`config.mk`:
```
export PLATFORM = sky130hd
export DESIGN_NAME = tc_timer_flat
export DESIGN_NICKNAME = d
export VERILOG_FILES = /design/src/rtl/tc_timer_if.sv /design/src/rtl/tc_timer.sv /design/src/flat_wrapper.sv
export SDC_FILE = /design/constraint.sdc
export NUM_CORES = 1
export LEC_CHECK = 0
export ABC_AREA = 0
export BUFFER_PORTS_ARGS = -buffer_cell sky130_fd_sc_hd__buf_2
export CAP_MARGIN = 5
export CORE_MARGIN = 10
export CORE_UTILIZATION = 26
export DETAILED_ROUTE_END_ITERATION = 7
export GPL_TIMING_DRIVEN = 0
export HOLD_SLACK_MARGIN = 0.08
export PLACE_DENSITY = 0.42
export SLEW_MARGIN = 20
export SYNTH_ARGS = -nofsm -noshare
export SYNTH_HDL_FRONTEND = slang
export SYNTH_SLANG_ARGS = --single-unit
```
`constraint.sdc`:
```
create_clock -name clk -period 3 [get_ports clk]
set_input_delay 0.15 -clock clk [delete_from_list [all_inputs] [get_ports clk]]
set_output_delay 0.15 -clock clk [all_outputs]
set_load 0.02 [all_outputs]
```
`src/rtl/tc_timer_if.sv`:
```
`default_nettype none
// ============================================================================
// Module      : tc_timer_if
// Description : CPU data-port bundle between the bus master and tc_timer.
// Revision    : 1.0 - initial release
// ============================================================================
interface tc_timer_if;
  logic [31:0] addr;
  logic [3:0]  byteen;
  logic [31:0] wdata;
  logic [31:0] rdata;
  logic        irq;

  modport master (
    output addr,
    output byteen,
    output wdata,
    input  rdata,
    input  irq
  );

  modport slave (
    input  addr,
    input  byteen,
    input  wdata,
    output rdata,
    output irq
  );
endinterface
`default_nettype wire

```
`src/rtl/tc_timer.sv`:
```
`default_nettype none
// ============================================================================
// Module      : tc_timer
// Description : Memory-mapped down-counting timer, one-shot or auto-reload.
// Revision    : 1.0 - initial release
// ============================================================================
module tc_timer #(
  parameter logic [31:0] BASE_ADDR = 32'h0000_7F00
) (
  input  logic       clk,
  input  logic       reset,
  tc_timer_if.slave  bus
);

  typedef enum logic [1:0] {
    S_IDLE = 2'd0,
    S_LOAD = 2'd1,
    S_CNT  = 2'd2,
    S_INT  = 2'd3
  } state_t;

  localparam logic [1:0] MODE_AUTO = 2'b01;

  state_t      state_q, state_d;
  logic [3:0]  ctrl_q, ctrl_d;
  logic [31:0] preset_q, preset_d;
  logic [31:0] count_q, count_d;
  logic        irq_flag_q, irq_flag_d;

  logic        sel_w;
  logic [1:0]  off_w;
  logic        wr_w;
  logic        wr_ctrl_w;
  logic        wr_preset_w;
  logic        en_w;
  logic        im_w;
  logic [1:0]  mode_w;
  logic [31:0] rdata_w;
  logic        unused_addr_lsb;

  assign sel_w       = (bus.addr[31:4] == BASE_ADDR[31:4]);
  assign off_w       = bus.addr[3:2];
  assign wr_w        = sel_w && (bus.byteen == 4'hF);
  assign wr_ctrl_w   = wr_w && (off_w == 2'd0);
  assign wr_preset_w = wr_w && (off_w == 2'd1);
  assign en_w        = ctrl_q[0];
  assign mode_w      = ctrl_q[2:1];
  assign im_w        = ctrl_q[3];
  assign unused_addr_lsb = &{1'b0, bus.addr[1:0]};

  always_comb begin
    state_d    = state_q;
    ctrl_d     = ctrl_q;
    preset_d   = preset_q;
    count_d    = count_q;
    irq_flag_d = irq_flag_q;

    // A register write acknowledges a visible interrupt; a masked pending
    // flag survives so that raising IM later still exposes it.
    if ((wr_ctrl_w || wr_preset_w) && im_w) begin
      irq_flag_d = 1'b0;
    end

    case (state_q)
      S_IDLE: begin
        if (en_w) begin
          state_d = S_LOAD;
        end
      end
      S_LOAD: begin
        count_d = preset_q;
        state_d = S_CNT;
      end
      S_CNT: begin
        if (!en_w) begin
          state_d = S_IDLE;
        end else if (count_q > 32'd1) begin
          count_d = count_q - 32'd1;
        end else begin
          count_d    = 32'd0;
          irq_flag_d = 1'b1;
          state_d    = S_INT;
        end
      end
      S_INT: begin
        if (mode_w == MODE_AUTO) begin
          irq_flag_d = 1'b0;
          state_d    = S_LOAD;
        end else begin
          ctrl_d[0] = 1'b0;
          state_d   = S_IDLE;
        end
      end
      default: state_d = S_IDLE;
    endcase

    // CPU writes take priority over the FSM clearing EN.
    if (wr_ctrl_w) begin
      ctrl_d = bus.wdata[3:0];
    end
    if (wr_preset_w) begin
      preset_d = bus.wdata;
    end
  end

  always_ff @(posedge clk) begin
    if (reset) begin
      state_q    <= S_IDLE;
      ctrl_q     <= 4'h0;
      preset_q   <= 32'h0;
      count_q    <= 32'h0;
      irq_flag_q <= 1'b0;
    end else begin
      state_q    <= state_d;
      ctrl_q     <= ctrl_d;
      preset_q   <= preset_d;
      count_q    <= count_d;
      irq_flag_q <= irq_flag_d;
    end
  end

  always_comb begin
    rdata_w = 32'h0;
    if (sel_w) begin
      case (off_w)
        2'd0:    rdata_w = {28'h0, ctrl_q};
        2'd1:    rdata_w = preset_q;
        2'd2:    rdata_w = count_q;
        default: rdata_w = 32'h0;
      endcase
    end
  end

  assign bus.rdata = rdata_w;
  assign bus.irq   = im_w & irq_flag_q;

endmodule
`default_nettype wire

```
`src/flat_wrapper.sv`:
```
// flat-port wrapper written by rule: the top's interface ports become plain ports
module tc_timer_flat 
#(
  parameter logic [31:0] BASE_ADDR = 32'h0000_7F00
)
  (clk, reset, bus_addr, bus_byteen, bus_wdata, bus_rdata, bus_irq);
  tc_timer_if bus_i ();
  input  logic clk;
  input  logic reset;
  input wire logic [$bits(bus_i.addr)-1:0] bus_addr;
  input wire logic [$bits(bus_i.byteen)-1:0] bus_byteen;
  input wire logic [$bits(bus_i.wdata)-1:0] bus_wdata;
  output wire logic [$bits(bus_i.rdata)-1:0] bus_rdata;
  output wire logic [$bits(bus_i.irq)-1:0] bus_irq;
  assign bus_i.addr = bus_addr;
  assign bus_i.byteen = bus_byteen;
  assign bus_i.wdata = bus_wdata;
  assign bus_rdata = bus_i.rdata;
  assign bus_irq = bus_i.irq;
  tc_timer #(.BASE_ADDR(BASE_ADDR)) u_core (.clk(clk), .reset(reset), .bus(bus_i));
endmodule
```
Yosys cells after proc, flatten, opt, wreduce, memory -nomap -nowiden
Index checks and enable logic that the tools add are counted.
Cells by class
  $add $sub $neg: 1
  $lt $le $gt $ge: 1
  equality and inequality tests: 12
  mux-type cells: 18
  bitwise gates (word level): 1
  reductions and logical operators: 12
Operators by type and width (number)
  2-to-1 mux 32 bit: 3
  case mux 32 bit (3 select lines): 1
  case mux 32 bit (2 select lines): 1
  greater-than comparator 32 x 1 -> 1 bit (second input constant): 1
  subtractor 32 x 1 -> 32 bit (second input constant): 1
  == test 28 x 11 -> 1 bit (second input constant): 1
  2-to-1 mux 1 bit: 8
  case mux 2 bit (4 select lines): 1
  == test 2 x 1 -> 1 bit (second input constant): 3
  == test 2 bit (second input constant): 3
  2-to-1 mux 2 bit: 3
  != test 2 x 1 -> 1 bit (second input constant): 3
  AND reduction 2 bit: 3
  == test 4 bit (second input constant): 1
  logical AND 1 bit: 4
  logical NOT 2 bit: 2
  nonzero test 2 bit: 2
  != test 3 bit (second input constant): 1
  case mux 1 bit (2 select lines): 1
  AND 1 bit: 1
  logical OR 1 bit: 1
Word-level totals
  flip-flop bits (word level): 71
  bits of input ports: 70
  output and inout port bits: 33
  logic and storage cells: 51

Depth between registers and ports, before layout
Gate-level depths: netlist (run 1).
  depth after elaboration: 9
  mapped depth: 9
  mapped depth without buffers: 7

Worst setup path before layout (run 1)
Ideal clock, no wire load.
  path type: reg-to-reg
  from: register u_core.count_q[0]
  to: register u_core.count_q[16]
  setup time: 132 ps
  data arrival time: 2131 ps
  required time: 2868 ps
  slack: 737 ps
  stages on the path, launching flop included: 9
  path buffers: 1
  period minus slack after synthesis: 2263 ps
  cells stage by stage: dfxtp_1 inv_1 ha_1 clkbuf_1 or4b_2 nor4_4 mux2_2 nand3_1 a21oi_1
On the way
  word-level cells in the longest chain between the ends: 4
  elaborated cells between the ends (all ways): 5
  classes of those cells: add/sub (1); order compare (1); mux (3)
Ends and longest elaborated chain
  start: declaration: line tc_timer.sv:27  | logic [31:0] count_q, count_d;
  start signal: assignment: line tc_timer.sv:117  | count_q <= count_d;
  subtractor 32 x 1 -> 32 bit / greater-than comparator 32 x 1 -> 1 bit (equally long branches): line tc_timer.sv:78, tc_timer.sv:77
  2-to-1 mux 32 bit (*): line tc_timer.sv:77  | end else if (count_q > 32'd1) begin
  2-to-1 mux 32 bit (*): line tc_timer.sv:75  | if (!en_w) begin
  case mux 32 bit (2 select lines) (*): line tc_timer.sv:64  | case (state_q)
Every way passes the cells marked *; elsewhere a longest branch is shown, timed or not. The select of a mux whose other input is x is not followed.
A chain may end at the register's enable or synchronous reset.

Final worst setup path (run 1)
  from: register u_core.ctrl_q[0]
  to: register u_core.count_q[26]
On the way
  word-level cells in the longest chain between the ends: 2
Ends and longest elaborated chain
  start: declaration: line tc_timer.sv:25  | logic [3:0] ctrl_q, ctrl_d;
  start signal: assignment: line tc_timer.sv:115  | ctrl_q <= ctrl_d;
  != test 2 x 1 -> 1 bit (no line)
  AND reduction 2 bit (no line)
No other way between the ends.

==> flow_metrics.py, run 1 <==
metrics = {
    "sta": {
        "drv_slew": 0,
        "rsz0062_at_grt": "false",
        "layout_setup_ws_ns": 0.05059,
        "setup_viol": 0,
        "hold_ws_ns": 0.2533,
        "max_freq_mhz": 339.1,
        "post-route-min-period_ns": 2.949,
        "finClkSkew_ns": 0.007735,
        "hold_violations": 0,
        "worstMarginPinSlew_ns": 1.031,
        "tns_ns": 0,
        "fin_crit_sh": 0.9831,
        "slew_headroom": 0.3068,
    },
    "yosys": {
        "ys.flop_type": "dfxtp_1",
        "synth_compound_gate_area_share": 0.2023,
        "yosys_warnings": 0,
        "synth-async-reset-ratio": 0,
        "synth_cell_types": 56,
        "synth_nets": 625,
        "syn_avg_cell_area_um2": 8.019,
        "syn_inst": 553,
        "yosys_register_bits": 71,
        "synthSimpleGateAreaFrac": 0.3115,
        "synthAdderAreaFrac": 0.005643,
        "yosysSeqAreaShare": 0.3205,
        "synth_top_family_by_area": "simple AND/OR/NAND/NOR gates",
        "netlist_area_um2": 4434,
        "synth-xor-area-share": 0,
        "synth_enable_flop_cells": 0,
        "yosys-mux-area-fraction": 0.1027,
    },
    "layout": {
        "final_cell_mix": "buf_2 (107), nor2_1 (86), dfxtp_1 (71)",
        "finish.utilization": 0.3501,
        "multi_input_area_um2": 2773,
        "final_common_cell": "buf_2",
        "antenna_cells": 0,
        "nets": 767,
        "area_growth_pct": 31.41,
        "drive_gt1_frac": 0.2157,
        "final_area_um2": 5827,
        "seqCellArea_um2": 1421,
        "fillCellCount": 1791,
    },
    "floorplan": {
        "pin_count": 103,
        "die_height_um": 150.6,
        "coreArea_um2": 16640,
        "rows": 47,
        "dieArea_um2": 22680,
        "start_util": 0.2664,
        "die_w_um": 150.6,
    },
    "critical_path": {
        "r2r_slack_ns": 0.05,
        "setup.worst_path.end": "u_core.count_q[26]",
        "startpoint": "u_core.ctrl_q[0]",
        "required_ns": 3.20,
        "crit_fanout": 10,
        "reg2reg_from": "u_core.ctrl_q[0]",
        "critPathCaptureType": "flop",
        "r2r_end": "u_core.count_q[26]",
        "reg2reg_depth": 7,
        "worstPathArrival_ns": 3.15,
        "crit_type": "flop to flop",
        "timing.critical_path.from_type": "flop",
    },
    "grt": {
        "grt_pass1_vias": 4941,
        "antenna_found_initial": 0,
        "grt_pass1_wl_mm": 28.95,
        "grt_max_degree": 12,
        "grt_util_all_layers": 0.1665,
        "overflow": 0,
    },
    "drt": {
        "drt_iter0_drc": 442,
        "num_vias": 4899,
        "drt_wl_total_mm": 18.86,
        "postRouteAntennaNets": 0,
        "wl_per_cell_um": 20.50,
        "vias_per_cell": 5.325,
        "drcViolationCount": 0,
        "drtPass1Iterations": 5,
    },
    "outcome": {
        "status": "finished clean",
    },
    "placement": {
        "placed_area_um2": 5205,
        "port_buffers": 99,
        "dp_hpwl_mm": 14.02,
        "gp_congestion": 0.9303,
        "dp_slack_ns": 0.04669,
    },
    "power": {
        "p_seq_frac": 0.438,
        "p_int_mw": 1.642,
        "leakagePower_nw": 2.187,
        "netSwitchingFraction": 0.2368,
        "p_sw_uw": 509.4,
        "clkPwrFrac": 0.499,
        "combPwrFrac": 0.063,
        "worst_ir_drop_vdd_uv": 239.6,
        "p_per_area_nw_per_um2": 369.3,
    },
    "clocking": {
        "htreeDepth": 3,
        "root_buffer": "clkbuf_16",
        "numCtsBuffers": 9,
        "cts_tree": "yes",
        "clockBufferDepth": 2,
        "cts_setup_buffers": 0,
        "path_clk_slew_ns": 0.06,
        "cts.sinks": 71,
        "clock_latency_ns": 0.35,
    },
    "job": {
        "maxCapViolCount": 0,
    },
    "min_path": {
        "hold_path.class": "primary input to flop",
    },
}
==> power by group through the flow <==
stage	clock network (mW)	registers [mW]	logic, mW
final	1.07	0.943	0.135
after global routing	1.13	0.942	0.147
after CTS	1.09	0.943	0.137
after detailed placement	0	0.964	0.104
after global placement	0	0.964	0.102
after floorplan	0	0.964	0.0370
==> worst max-delay path, stage by stage (launching register included) <==
cell      delay, ns
dfxtp_1        0.31
clkbuf_1       0.45
nand3b_1       0.59
nand2_1        0.23
clkbuf_1       0.63
o21ai_0        0.24
a311oi_1       0.27
nor3_1         0.09
==> synthesized netlist by cell type, types with 14 or more instances <==
| master | number | area [um^2] |
|---|---|---|
| nor4_1 | 15 | 93.84 |
| nor3_1 | 17 | 85.08 |
| clkbuf_1 | 38 | 142.6 |
| dfxtp_1 | 71 | 1421 |
| nand2b_1 | 14 | 87.58 |
| a31oi_1 | 19 | 118.9 |
| a21oi_1 | 22 | 110.1 |
| nand3_1 | 22 | 110.1 |
| nor2_1 | 87 | 326.6 |
| nand2_1 | 28 | 105.1 |
| a22oi_1 | 37 | 277.8 |
| mux2i_1 | 41 | 410.4 |
==> what timing repair did <==
item                       CTS  global route
setup endpoints to repair    0            15
gates resized for setup      0             1
hold buffers                32             0
hold endpoints to repair    35             0
==> routing by layer <==
| metal | share of wire | routed length (um) | GRT usage |
|---|---|---|---|
| met5 | 0 | 0 | 0 |
| met4 | 0.020 | 369 | 0.05919 |
| met3 | 0.067 | 1265 | 0.03812 |
| met2 | 0.47 | 8860 | 0.2648 |
| met1 | 0.44 | 8361 | 0.2159 |
==> worst min path at each step <==
| stage | from | to | slack, ns | depth (start not counted) |
|---|---|---|---|---|
| global route | reset | u_core.ctrl_q[0] | 0.28 | 3 |
| CTS | reset | u_core.ctrl_q[0] | 0.24 | 3 |
| global placement | bus_wdata[23] | u_core.preset_q[23] | 0.38 | 3 |
| detailed placement | bus_wdata[8] | u_core.preset_q[8] | 0.39 | 3 |
| finish | reset | u_core.ctrl_q[0] | 0.25 | 3 |
| floorplan | bus_wdata[31] | u_core.preset_q[31] | 0.30 | 2 |
==> through the flow <==
step,power (mW),std cells
floorplan,1.001,553
global placement,1.066,872
detailed placement,1.067,872
CTS,2.168,920
global route,2.214,920
finish,2.152,920
==> registers in the layout, indices dropped and copies added (netlist names) <==
| signal | cells |
|---|---|
| u_core.irq_flag_q | 1 |
| u_core.ctrl_q | 4 |
| u_core.state_q | 2 |
| u_core.count_q | 32 |
| u_core.preset_q | 32 |
==> cell families after synthesis <==
logic type	after synthesis
AO/OA/AOI/OAI	126
adder cells (fa/ha/maj)	2
buffers and inverters	59
flip-flops	71
multiplexers	45
AND/OR/NAND/NOR	250
==> layout make-up <==
type                    instances  area share
plain buffers                  50     0.03779
clock buffers                  14     0.04703
clock inverters                 2    0.002362
inverters                       9    0.005798
multi-input cells             423      0.4758
flip-flops and latches         71      0.2439
well taps                     220     0.04724
repair buffers                131      0.1400
Power figures use the tool's default switching activity.
==> run 2: changes to the inputs <==
--- a/config.mk
+++ b/config.mk
@@ -9,11 +9,11 @@
 export BUFFER_PORTS_ARGS = -buffer_cell sky130_fd_sc_hd__buf_2
 export CAP_MARGIN = 5
 export CORE_MARGIN = 10
-export CORE_UTILIZATION = 26
+export CORE_UTILIZATION = 50
 export DETAILED_ROUTE_END_ITERATION = 7
 export GPL_TIMING_DRIVEN = 0
 export HOLD_SLACK_MARGIN = 0.08
-export PLACE_DENSITY = 0.42
+export PLACE_DENSITY = 0.73
 export SLEW_MARGIN = 20
 export SYNTH_ARGS = -nofsm -noshare
 export SYNTH_HDL_FRONTEND = slang
==> flow_metrics.py, run 2 (synthesis gave the netlist of run 1 again) <==
metrics = {
    "floorplan": {
        "dieArea_um2": 13030,
        "start_util": 0.5110,
        "die_height_um": 114.2,
        "coreArea_um2": 8678,
        "rows": 34,
        "pin_count": 103,
        "die_w_um": 114.2,
    },
    "grt": {
        "grt_pass1_wl_mm": 26.20,
        "grt_pass1_vias": 4870,
        "grt_util_all_layers": 0.2490,
        "antenna_found_initial": 0,
        "overflow": 0,
        "grt_max_degree": 13,
    },
    "sta": {
        "setup_viol": 0,
        "fin_crit_sh": 0.9033,
        "max_freq_mhz": 369.0,
        "post-route-min-period_ns": 2.710,
        "drv_slew": 0,
        "worstMarginPinSlew_ns": 1.041,
        "rsz0062_at_grt": "false",
        "finClkSkew_ns": 0.01580,
        "hold_violations": 0,
        "slew_headroom": 0.2999,
        "tns_ns": 0,
    },
    "min_path": {
        "hold_path.class": "primary input to flop",
    },
    "clocking": {
        "cts_tree": "yes",
        "clock_latency_ns": 0.37,
        "numCtsBuffers": 9,
        "htreeDepth": 3,
        "cts.sinks": 71,
        "path_clk_slew_ns": 0.08,
        "root_buffer": "clkbuf_8",
        "clockBufferDepth": 2,
        "cts_setup_buffers": 0,
    },
    "drt": {
        "drcViolationCount": 0,
        "postRouteAntennaNets": 0,
        "drt_wl_total_mm": 16.88,
        "drt_iter0_drc": 387,
        "drtPass1Iterations": 6,
        "vias_per_cell": 6.217,
        "wl_per_cell_um": 20.89,
        "num_vias": 5023,
    },
    "placement": {
        "dp_hpwl_mm": 12.14,
        "gp_congestion": 0.9821,
        "placed_area_um2": 5065,
        "port_buffers": 99,
    },
    "layout": {
        "final_area_um2": 5667,
        "reg_top3": "u_core.count_q (32), u_core.preset_q (32), u_core.ctrl_q (4)",
        "nets": 767,
        "fillCellCount": 772,
        "drive_gt1_frac": 0.2157,
        "antenna_cells": 0,
        "final_cell_mix": "buf_2 (107), nor2_1 (86), dfxtp_1 (71)",
        "area_growth_pct": 27.79,
        "final_common_cell": "buf_2",
    },
    "critical_path": {
        "critPathCaptureType": "flop",
        "worstPathArrival_ns": 2.94,
        "crit_type": "flop to flop",
        "timing.critical_path.from_type": "flop",
        "required_ns": 3.23,
        "crit_fanout": 9,
    },
    "power": {
        "leakagePower_nw": 2.178,
        "p_per_area_nw_per_um2": 379.2,
        "worst_ir_drop_vdd_uv": 325.8,
    },
    "job": {
        "maxCapViolCount": 0,
    },
    "outcome": {
        "status": "finished clean",
    },
}
[run 2: changes by cell type in the layout (fill, tap and decap cells not counted), moves of 2 or more]
cell | before | now
clkbuf_1 | 40 | 38
clkbuf_8 | 3 | 11
clkbuf_16 | 9 | 0
bufinv_16 | 0 | 4
[run 2: where the power goes]
group	leakage (nW)	switching [mW]	internal (mW)
Clock	0.136	0.390	0.682
Sequential	0.571	0.0000000000377	0.941
Combinational	1.47	0.0648	0.0703
[run 2: worst paths after layout]
| kind | startpoint | endpoint | slack (ns) | cells past startpoint |
|---|---|---|---|---|
| max | u_core.count_q[1] | u_core.count_q[22] | 0.29 | 8 |
| min | reset | u_core.ctrl_q[0] | 0.20 | 3 |
| max reg2reg | u_core.count_q[1] | u_core.count_q[22] | 0.29 | 8 |
| min reg2reg | u_core.preset_q[18] | u_core.count_q[18] | 0.49 | 2 |
[run 2: final cells by class]
class | count | area [um^2] | area share
Clock buffer | 11 | 151.4 | 0.02672
Multi-Input combinational cell | 423 | 2761 | 0.4873
Buffer | 50 | 220.2 | 0.03886
Inverter | 9 | 33.78 | 0.005962
Timing Repair Buffer | 131 | 815.8 | 0.1440
Clock inverter | 5 | 127.6 | 0.02252
Tap cell | 108 | 135.1 | 0.02385
Sequential cell | 71 | 1421 | 0.2508
[run 2: critical path, cell delays in order (launching register included)]
cell      delay, ns
dfxtp_1        0.38
inv_1          0.14
ha_1           0.15
clkbuf_1       0.34
inv_1          0.16
nor3_1         0.86
nand3_1        0.17
a32oi_1        0.28
o41ai_1        0.12
[run 2: per-stage QoR]
step	std cells	setup slack [ns]	utilization	hold slack, ns	power [mW]
floorplan	553	0.7370	-	0.2972	1.001
global placement	760	0.2011	0.5836	0.3826	1.061
detailed placement	760	0.2079	0.5836	0.3904	1.065
CTS	808	0.1996	0.6527	0.1957	2.142
global route	808	0.2064	0.6530	0.2231	2.195
finish	808	0.2901	0.6530	0.2003	2.149
[run 2: per-layer routing]
metal,wire length [um],global-route usage
met4,404,0.1036
met1,6885,0.3053
met5,0,0
met2,7903,0.4051
met3,1687,0.06342
[run 2: timing repair]
item / in CTS / in global routing
endpoints found under the setup margin: 0 / 1
hold buffers: 32 / 0
endpoints found under the hold margin: 34 / 0
resized for setup: 0 / 1
